**src/rtl/otter_pipe_pkg.sv**
```systemverilog
// Shared OTTER pipeline definitions: the fetch-stage constants and the
// instruction slot type carried between stage registers.
package otter_pipe_pkg;

  localparam logic [31:0] NOP_INSTR            = 32'h0000_0013;
  localparam logic [31:0] DEFAULT_RESET_VECTOR = 32'h0000_0000;

  typedef struct packed {
    logic [31:0] ir;
    logic [31:0] pc;
    logic        valid;
  } fetch_slot_t;

endpackage

```
**src/rtl/fetch_skid_buf.sv**
```systemverilog
// One-entry capture/drain buffer that parks an instruction fetch response
// arriving while decode is stalled.
module fetch_skid_buf (
  input  logic        clk,
  input  logic        rst_n,
  input  logic        load,
  input  logic        drain,
  input  logic        flush,
  input  logic [31:0] load_ir,
  input  logic [31:0] load_pc,
  output logic [31:0] ir,
  output logic [31:0] pc,
  output logic        valid
);

  always_ff @(posedge clk or negedge rst_n) begin
    if (!rst_n) begin
      ir    <= '0;
      pc    <= '0;
      valid <= 1'b0;
    end else if (flush) begin
      valid <= 1'b0;
    end else if (load) begin
      ir    <= load_ir;
      pc    <= load_pc;
      valid <= 1'b1;
    end else if (drain) begin
      valid <= 1'b0;
    end
  end

endmodule

```
**src/rtl/otter_fetch_stage.sv**
```systemverilog
// OTTER instruction-fetch stage: program counter, instruction-port drive and
// the decode pipeline register, with stall skid and execute redirects.
module otter_fetch_stage #(
  parameter logic [31:0] RESET_VECTOR = otter_pipe_pkg::DEFAULT_RESET_VECTOR,
  parameter logic [31:0] NOP_INSTR    = otter_pipe_pkg::NOP_INSTR
) (
  input  logic        CLK,
  input  logic        RST,
  input  logic        STALL,
  input  logic        REDIRECT,
  input  logic [31:0] REDIRECT_PC,
  output logic [31:0] IMEM_ADDR,
  output logic        IMEM_RD,
  input  logic [31:0] IMEM_DATA,
  output logic [31:0] DEC_IR,
  output logic [31:0] DEC_PC,
  output logic [31:0] DEC_PC4,
  output logic        DEC_VALID
);
  import otter_pipe_pkg::*;

  logic [31:0] fpc;
  logic [31:0] rpc;
  logic        rvalid;
  logic [31:0] target;
  fetch_slot_t dec;
  logic [31:0] dec_pc4;

  logic [31:0] skid_ir;
  logic [31:0] skid_pc;
  logic        skid_valid;

  assign target    = {REDIRECT_PC[31:2], 2'b00};
  assign IMEM_ADDR = REDIRECT ? target : fpc;
  assign IMEM_RD   = RST & (REDIRECT | ~STALL);

  // Capture only the response issued before the stall began; issue stops
  // during a stall so at most one response ever needs parking.
  fetch_skid_buf u_skid (
    .clk     (CLK),
    .rst_n   (RST),
    .load    (STALL & rvalid & ~skid_valid),
    .drain   (~STALL),
    .flush   (REDIRECT),
    .load_ir (IMEM_DATA),
    .load_pc (rpc),
    .ir      (skid_ir),
    .pc      (skid_pc),
    .valid   (skid_valid)
  );

  always_ff @(posedge CLK or negedge RST) begin
    if (!RST) begin
      fpc       <= RESET_VECTOR;
      rpc       <= '0;
      rvalid    <= 1'b0;
      dec.ir    <= NOP_INSTR;
      dec.pc    <= '0;
      dec.valid <= 1'b0;
      dec_pc4   <= 32'd4;
    end else if (REDIRECT) begin
      fpc       <= target + 32'd4;
      rpc       <= target;
      rvalid    <= 1'b1;
      dec.ir    <= NOP_INSTR;
      dec.valid <= 1'b0;
    end else if (STALL) begin
      rvalid <= 1'b0;
    end else begin
      if (skid_valid) begin
        dec.ir    <= skid_ir;
        dec.pc    <= skid_pc;
        dec.valid <= 1'b1;
        dec_pc4   <= skid_pc + 32'd4;
      end else if (rvalid) begin
        dec.ir    <= IMEM_DATA;
        dec.pc    <= rpc;
        dec.valid <= 1'b1;
        dec_pc4   <= rpc + 32'd4;
      end else begin
        dec.ir    <= NOP_INSTR;
        dec.valid <= 1'b0;
      end
      rpc    <= fpc;
      rvalid <= 1'b1;
      fpc    <= fpc + 32'd4;
    end
  end

  assign DEC_IR    = dec.ir;
  assign DEC_PC    = dec.pc;
  assign DEC_PC4   = dec_pc4;
  assign DEC_VALID = dec.valid;

endmodule

```
**config.mk**
```make
export PLATFORM = sky130hd
export DESIGN_NAME = otter_fetch_stage
export DESIGN_NICKNAME = d
export VERILOG_FILES = /design/src/rtl/otter_pipe_pkg.sv /design/src/rtl/fetch_skid_buf.sv /design/src/rtl/otter_fetch_stage.sv
export SDC_FILE = /design/constraint.sdc
export NUM_CORES = 1
export LEC_CHECK = 0
export ABC_AREA = 1
export CORE_MARGIN = 1.5
export CORE_UTILIZATION = 39
export DETAILED_ROUTE_END_ITERATION = 10
export SYNTH_ARGS = -nofsm -noshare
export SYNTH_HDL_FRONTEND = slang
export SYNTH_SLANG_ARGS = --single-unit
```
**constraint.sdc**
```tcl
create_clock -name CLK -period 2.47 [get_ports CLK]
set_input_delay 0.6175 -clock CLK [delete_from_list [all_inputs] [get_ports CLK]]
set_output_delay 0.6175 -clock CLK [all_outputs]
set_load 0.1 [all_outputs]
```
## Word-level counts from Yosys, hierarchy flattened

Index checks and enable logic that the tools add are counted.
W data, S select, Z words.

| cells by class | value |
|---|---|
| add/subtract/negate cells | 4 |
| eq/ne operators | 2 |
| muxes and demuxes | 19 |
| bitwise operators | 7 |
| reduce and logical (&&, ||, !) cells | 3 |

Operators with widths:

| kind | number |
|---|---|
| $mux W32 | 10 |
| $mux W65 | 2 |
| $add A32 B3 Y32 const B | 4 |
| $mux W1 | 7 |
| $and A1 B1 Y1 | 3 |
| $ne A3 B1 Y1 const B | 1 |
| $not A1 Y1 | 3 |
| $reduce_and A3 Y1 | 1 |
| $ne A2 B1 Y1 const B | 1 |
| $reduce_and A2 Y1 | 1 |
| $reduce_bool A2 Y1 | 1 |
| $or A1 B1 Y1 | 1 |

| storage, ports and cells | value |
|---|---|
| bits in registers | 227 |
| word-level logic and storage cells | 45 |

## Depth between registers and ports, before layout

Gate-level depths: netlist (run 1).

| logic depth | value |
|---|---|
| depth after elaboration | 4 |
| gate-level depth with buffers | 13 |
| mapped depth without buffers | 12 |

## Hierarchy

Synthesis (run 1) repeated with hierarchy kept, for this count alone.

| second synthesis, totals | value |
|---|---|
| cell total of the unflattened synthesis | 1,419 |
| area total of the unflattened synthesis | 10,938.0 um^2 |

Modules (own cells, without submodules):

| module | instances | cells an instance | area each (um^2) | seq. area each (um^2) |
|---|---|---|---|---|
| otter_fetch_stage | 1 | 1,136 | 8,350.5 | 3,908.7 |
| fetch_skid_buf | 1 | 283 | 2,587.5 | 1,626.6 |

## Worst setup path before layout (run 1)

Ideal clock, no wire load.

| timing | value |
|---|---|
| kind | input -> register |
| start point | in REDIRECT |
| end point | reg fpc[26] |
| setup time | 0.133 ns |
| arrival time | 3.384 ns |
| setup slack | -1.047 ns |
| cell stages on the path | 10 |
| path through | buf_6 > o21ai_1 > ha_1 > nand3_1 > inv_1 > nand2_2 > nor2_4 > nand2_1 > nand3_1 > nand3_1 |

| on the way | value |
|---|---|
| longest elaborated chain between the ends | 1 |

RTL lines:

| element | line | text |
|---|---|---|
| start: declaration | otter_fetch_stage.sv:10 | `input logic REDIRECT,` |
| $ne A2 B1 Y1 (no line) or $mux W32 (tied branches) | n/a |  |
| end signal: assignment | otter_fetch_stage.sv:62 | `fpc <= target + 32'd4;` |
| end signal: assignment | otter_fetch_stage.sv:86 | `fpc <= fpc + 32'd4;` |
| end: declaration | otter_fetch_stage.sv:22 | `logic [31:0] fpc;` |

Several ways; a longest one is shown, not always the timed one.
A chain may end at the register's enable or synchronous reset.

## Final worst setup path (run 1)

| timing | value |
|---|---|
| start point | in REDIRECT |
| end point | out IMEM_ADDR[31] |

| on the way | value |
|---|---|
| longest elaborated chain between the ends | 1 |

RTL lines:

| element | line | text |
|---|---|---|
| $mux W32 | otter_fetch_stage.sv:34 | `assign IMEM_ADDR = REDIRECT ? target : fpc;` |
| end: declaration | otter_fetch_stage.sv:12 | `output logic [31:0] IMEM_ADDR,` |

Every way passes these cells.

==> flow_summary.ini, run 1 <==
[run_status]
status = finished clean

[cts]
numClockSinks = 217
cts_tree = built
cts-resized-gates = 0
cts_buffer_depth = 3
holdBufCountCts = 0
cts_setup_buffers = 0
htreeDepth = 1
cts_root_buffer = clkbuf_16
cts_inserted_buffers = 25
clk_pin_slew_ns = 0.06
clk_latency_ns = 0.52

[yosys]
async_flop_share_pct = 100
avgSynthCellArea_sq_um = 8.15
synth.distinct_cells = 38
netlist_area_sq_um = 10500
synth_edf_count = 0
yosys.area.top_type = dfrtp_1
ys_top_cells_by_count = 437 x nand2_1, 213 x dfrtp_1, 121 x nor2_1
synth-main-ff-cell = dfrtp_1
ys_seq_area_share_pct = 51.6
synth_top_cell_area_share_pct = 50.6
synth.most_common_cell = nand2_1
synth_seq_cells = 217
ys_warn_count = 0
synth_area_leaders = dfrtp_1 51%, nand2_1 16%, o21ai_0 4.5%
postSynthCellCount = 1292

[timing]
timing.slew.headroom_pct = 37.1
drv_slew = 0
final.setup.tns_ns = 0
fin_crit_ns = 2.35
max_clock_freq_mhz = 426
hold_viol_final = 0
worst_slew_pin_slew_ns = 0.943
min_period_over_period_pct = 95.1
fin_ws_ns = 0.122
clock_skew_ns = 0.0125
rsz0062_at_grt = no
holdWs_ns = 0.256
setup_viol = 0

[worst_setup_path]
path_cells = buf_2 -> inv_1 -> or2_2 -> o21ai_0 -> inv_1 -> buf_12
criticalPathCategory = input port to primary output
slowest_delay_ns = 0.30
crit_path_frequent_cell = inv_1
cp-start-kind = input port
critical_path_required_ns = 1.85
cp_slowest_cell = or2_2
cp.arrival_ns = 1.73
crit_fanout = 5
end_kind = primary output

[final_layout]
diodes = 0
nets = 1562
syn_to_final_growth_pct = 34.5
post-route-util_pct = 53.9
stdcell_count = 1846
drive_gt1_share_pct = 20.6

[pwr]
swShare_pct = 39.7
seqPwrFrac_pct = 34.5
ir_worst_vdd_mv = 0.446
powerDensity_nw_per_um2 = 910
combPwrFrac_pct = 34.5
switchingPower_uw = 5110
p_int_uw = 7770
p_leak_uw = 0.00660
clkPwrFrac_pct = 30.9

[drt]
antenna_left = 0
viasPerCell = 4.99
wl_met2_mm = 12.6
drt_iter0_drc = 638
wl_met1_mm = 14.3
drt_pass1_iterations = 5
routedWlPerCell_um = 15.7
met3_wirelength_mm = 1.47
route.detailed.drc = 0
highest_layer = met4
vias = 9218
finalWirelength_mm = 29.0

[floorplan]
dieWidth_um = 167
fp-row-count = 59
io_pins = 198
placeableCoreArea_sq_um = 26300
start_util_pct = 40.1
die_y_um = 167
design.die.area_sq_um = 28000

[place]
dp_cells = 1800
numPortBuffers = 189
place_ws_ns = 0.0622
dp_hpwl_mm = 20.5
gp_congestion = 0.895

[global_routing]
grt_max_degree = 168
grt_first_pass_wirelength_mm = 48.1
antenna_found_initial = 0
grt_pass1_vias = 9122
gr-total-overflow = 0
grtUsageTotal_pct = 21.2

[hold_path]
hp-class = input port to async pin

[flow_run]
cap_violations = 0
## layout by cell type (no fill, tap or decap), types with 32 or more instances in the layout
master,count
mux2_2,32
nand3_1,80
buf_12,42
nand2_1,426
o21ai_0,94
a22oi_1,32
dfrtp_1,212
nor2_1,119
buf_4,128
clkdlybuf4s50_1,63
inv_1,84
## registers in the layout (all words and copies together) (netlist names), 30 cells and up
name and count:
fpc 30, rpc 30, u_skid.ir 32, DEC_PC4 30, DEC_PC 30, u_skid.pc 30, DEC_IR 32
## through the flow
step	area, sq um	total power, uW
final	14200	12900
after global routing	14200	13500
after CTS	14200	13000
after detailed placement	13300	8970
after global placement	13300	8910
after floorplan	10700	7670
## cells by family after synthesis
kind of cell	after synthesis	synth area share (%)
AND/OR/NAND/NOR	675	26.2
flip-flops	217	51.6
AO/OA/AOI/OAI	206	11.8
buffers and inverters	157	6.49
multiplexers	32	3.42
adder cells (fa/ha/maj)	2	0.238
XOR/XNOR	2	0.166
other	1	0.0356
## final timing paths
path                         startpoint            end  slack, ns  depth (start not counted)
min in group CLK             DEC_PC[17]     DEC_PC[17]       0.47                          2
setup reg to reg           u_skid.valid    DEC_PC4[29]       0.26                         11
hold / removal                      RST     DEC_IR[25]       0.26                          2
hold reg to reg              DEC_PC[17]     DEC_PC[17]       0.47                          2
max in group asynchronous           RST    DEC_PC4[29]       1.49                          2
setup / recovery               REDIRECT  IMEM_ADDR[31]       0.12                          6
## routing by layer
metal | global-route usage, % | up-vias
li1 | - | 4594
met1 | 31.6 | 4345
met2 | 32.0 | 241
met3 | 3.00 | 38
met4 | 6.35 | 0
met5 | 0 | -
## area by class of cell
| type | count | area, sq um |
|---|---|---|
| clock buffers | 35 | 733 |
| flip-flops and latches | 217 | 5440 |
| repair buffers | 235 | 2450 |
| multi-input cells | 923 | 4610 |
| well taps | 335 | 419 |
| fillers | 2484 | 12100 |
| inverters | 90 | 342 |
| clock inverters | 11 | 168 |
## power by group through the flow
stage          Clock, uW  Sequential [uW]  Combinational, uW
3_3_place_gp           0             4490               4420
6_report            3990             4450               4450
2_1_floorplan          0             6130               1540
5_1_grt             4220             4520               4710
3_5_place_dp           0             4510               4460
4_1_cts             4070             4450               4470
## worst max-delay path: cells and delay by family
kind / cells / cell delay [ns]
AO/OA/AOI/OAI: 1 / 0.11
buffers and inverters: 4 / 0.69
AND/OR/NAND/NOR: 1 / 0.30
Note: power is estimated with default switching activity, not from simulation.
==> run 2: changes to the inputs <==
--- a/config.mk
+++ b/config.mk
@@ -6,7 +6,7 @@
 export NUM_CORES = 1
 export LEC_CHECK = 0
 export ABC_AREA = 1
-export CORE_MARGIN = 1.5
+export CORE_MARGIN = 5
 export CORE_UTILIZATION = 39
 export DETAILED_ROUTE_END_ITERATION = 10
 export SYNTH_ARGS = -nofsm -noshare
==> run 2 against run 1 <==
- worst hold slack lost 0.0053 ns
- routed wire length grew 0.45%
- clock power shrank 6.5%
- register-to-register slack is essentially flat
- combinational power grew 0.9%
- cell count grew 1.3%
- utilization shrank 0.55 points
- sequential power is essentially flat
- die area grew 8.5%
- flip-flop and latch count is the same
==> flow_summary.ini, run 2 (synthesis results as in run 1) <==
[run_status]
status = finished clean

[hold_path]
hp-class = input port to async pin

[final_layout]
nets = 1581
syn_to_final_growth_pct = 35.7
diodes = 0
drive_gt1_share_pct = 21.4
stdcell_area_sq_um = 14300
post-route-util_pct = 53.3
final_common_cell = nand2_1
stdcell_count = 1870
final_cell_mix = 426 x nand2_1, 212 x dfrtp_1, 144 x buf_4

[place]
place_area_sq_um = 13400
numPortBuffers = 189
gp_congestion = 0.870
dp_hpwl_mm = 20.8
dp_cells = 1825

[drt]
vias = 9242
drt_pass1_iterations = 5
routedWlPerCell_um = 15.6
viasPerCell = 4.94
antenna_left = 0
drt_iter0_drc = 649
route.detailed.drc = 0
finalWirelength_mm = 29.1

[timing]
setup_viol = 0
timing.slew.headroom_pct = 42.7
min_period_over_period_pct = 96.7
rsz0062_at_grt = no
holdWs_ns = 0.250
hold_viol_final = 0
clock_skew_ns = 0.0248
final.setup.tns_ns = 0
worst_slew_pin_slew_ns = 0.860
drv_slew = 0
max_clock_freq_mhz = 419
fin_crit_ns = 2.39

[floorplan]
dieWidth_um = 174
design.die.area_sq_um = 30400
fp-row-count = 60
start_util_pct = 39.3
placeableCoreArea_sq_um = 26800
io_pins = 198
die_y_um = 174

[worst_setup_path]
critical_path_required_ns = 1.85
cp-start-kind = input port
path_cells = clkdlybuf4s50_1 -> or2_2 -> o21ai_0 -> inv_1 -> buf_12
end_kind = primary output
criticalPathCategory = input port to primary output
cp_slowest_cell = clkdlybuf4s50_1
crit_fanout = 2
slowest_delay_ns = 0.43
cp.arrival_ns = 1.77

[pwr]
powerDensity_nw_per_um2 = 887
ir_worst_vdd_mv = 0.634
p_leak_uw = 0.00667

[global_routing]
grt_max_degree = 134
grtUsageTotal_pct = 18.8
antenna_found_initial = 0
gr-total-overflow = 0
grt_first_pass_wirelength_mm = 47.6
grt_pass1_vias = 8956

[cts]
cts_inserted_buffers = 24
cts_root_buffer = clkbuf_16
clk_pin_slew_ns = 0.06
htreeDepth = 1
cts_tree = built
cts_buffer_depth = 3
clk_latency_ns = 0.53
numClockSinks = 217

[flow_run]
cap_violations = 0
[run 2: cell count changes in the layout (fill, tap and decap cells not counted), sizes merged]
cell,previous run,this run
inv,90,89
clkinvlp,3,4
dlygate4sd3,0,1
bufinv,4,3
clkinv,4,5
buf,171,190
clkbuf,36,34
[run 2: timing repair]
action	in CTS	in global routing
endpoints found under the setup margin	0	0
hold buffers	1	0
resized for setup	0	0
hold endpoints to repair	16	0
buffers inserted	0	0
[run 2: cell type report]
cell class | count | area [sq um]
timing repair buffer | 255 | 2640
sequential | 217 | 5440
inverter | 90 | 342
multi-input combinational | 923 | 4610
clock inverter | 11 | 153
clock buffer | 33 | 684
tap | 341 | 427
fill | 2549 | 12500
[run 2: where the power goes]
group          switching, uW  leakage (uW)  internal, uW
sequential               320       0.00269          4130
combinational           3310       0.00359          1190
clock                   1470      0.000402          2260
[run 2: path summary, 6_finish.rpt]
path | from | end | slack, ns | cells past startpoint
max | REDIRECT_PC[31] | IMEM_ADDR[31] | 0.08 | 5
min | RST | DEC_IR[23] | 0.25 | 2
max reg2reg | u_skid.valid | DEC_PC4[27] | 0.26 | 11
min reg2reg | DEC_PC[11] | DEC_PC[11] | 0.47 | 2
max in group asynchronous | RST | fpc[28] | 1.15 | 2
min in group CLK | DEC_PC[11] | DEC_PC[11] | 0.47 | 2
[run 2: per-stage QoR]
step           setup WS, ns  total power (uW)
5_1_grt              0.0291             13200
4_1_cts              0.0953             12800
2_1_floorplan        0.0284              7670
3_5_place_dp         0.0720              9020
6_report             0.0814             12700
3_3_place_gp         0.0718              8970
[run 2: worst max-delay path, delay by kind of cell]
family | cells | cell delay (ns)
buffers and inverters | 3 | 0.76
AOI/OAI and AO/OA | 1 | 0.10
and+or+nand+nor | 1 | 0.29
[run 2: routing by layer]
metal / GRT usage, % / vias to the layer above / part of all wire, %
li1: - / 4630 / -
met1: 28.3 / 4335 / 49
met2: 28.3 / 239 / 43
met3: 3.35 / 38 / 5.5
met4: 4.42 / 0 / 2.0
met5: 0 / - / 0
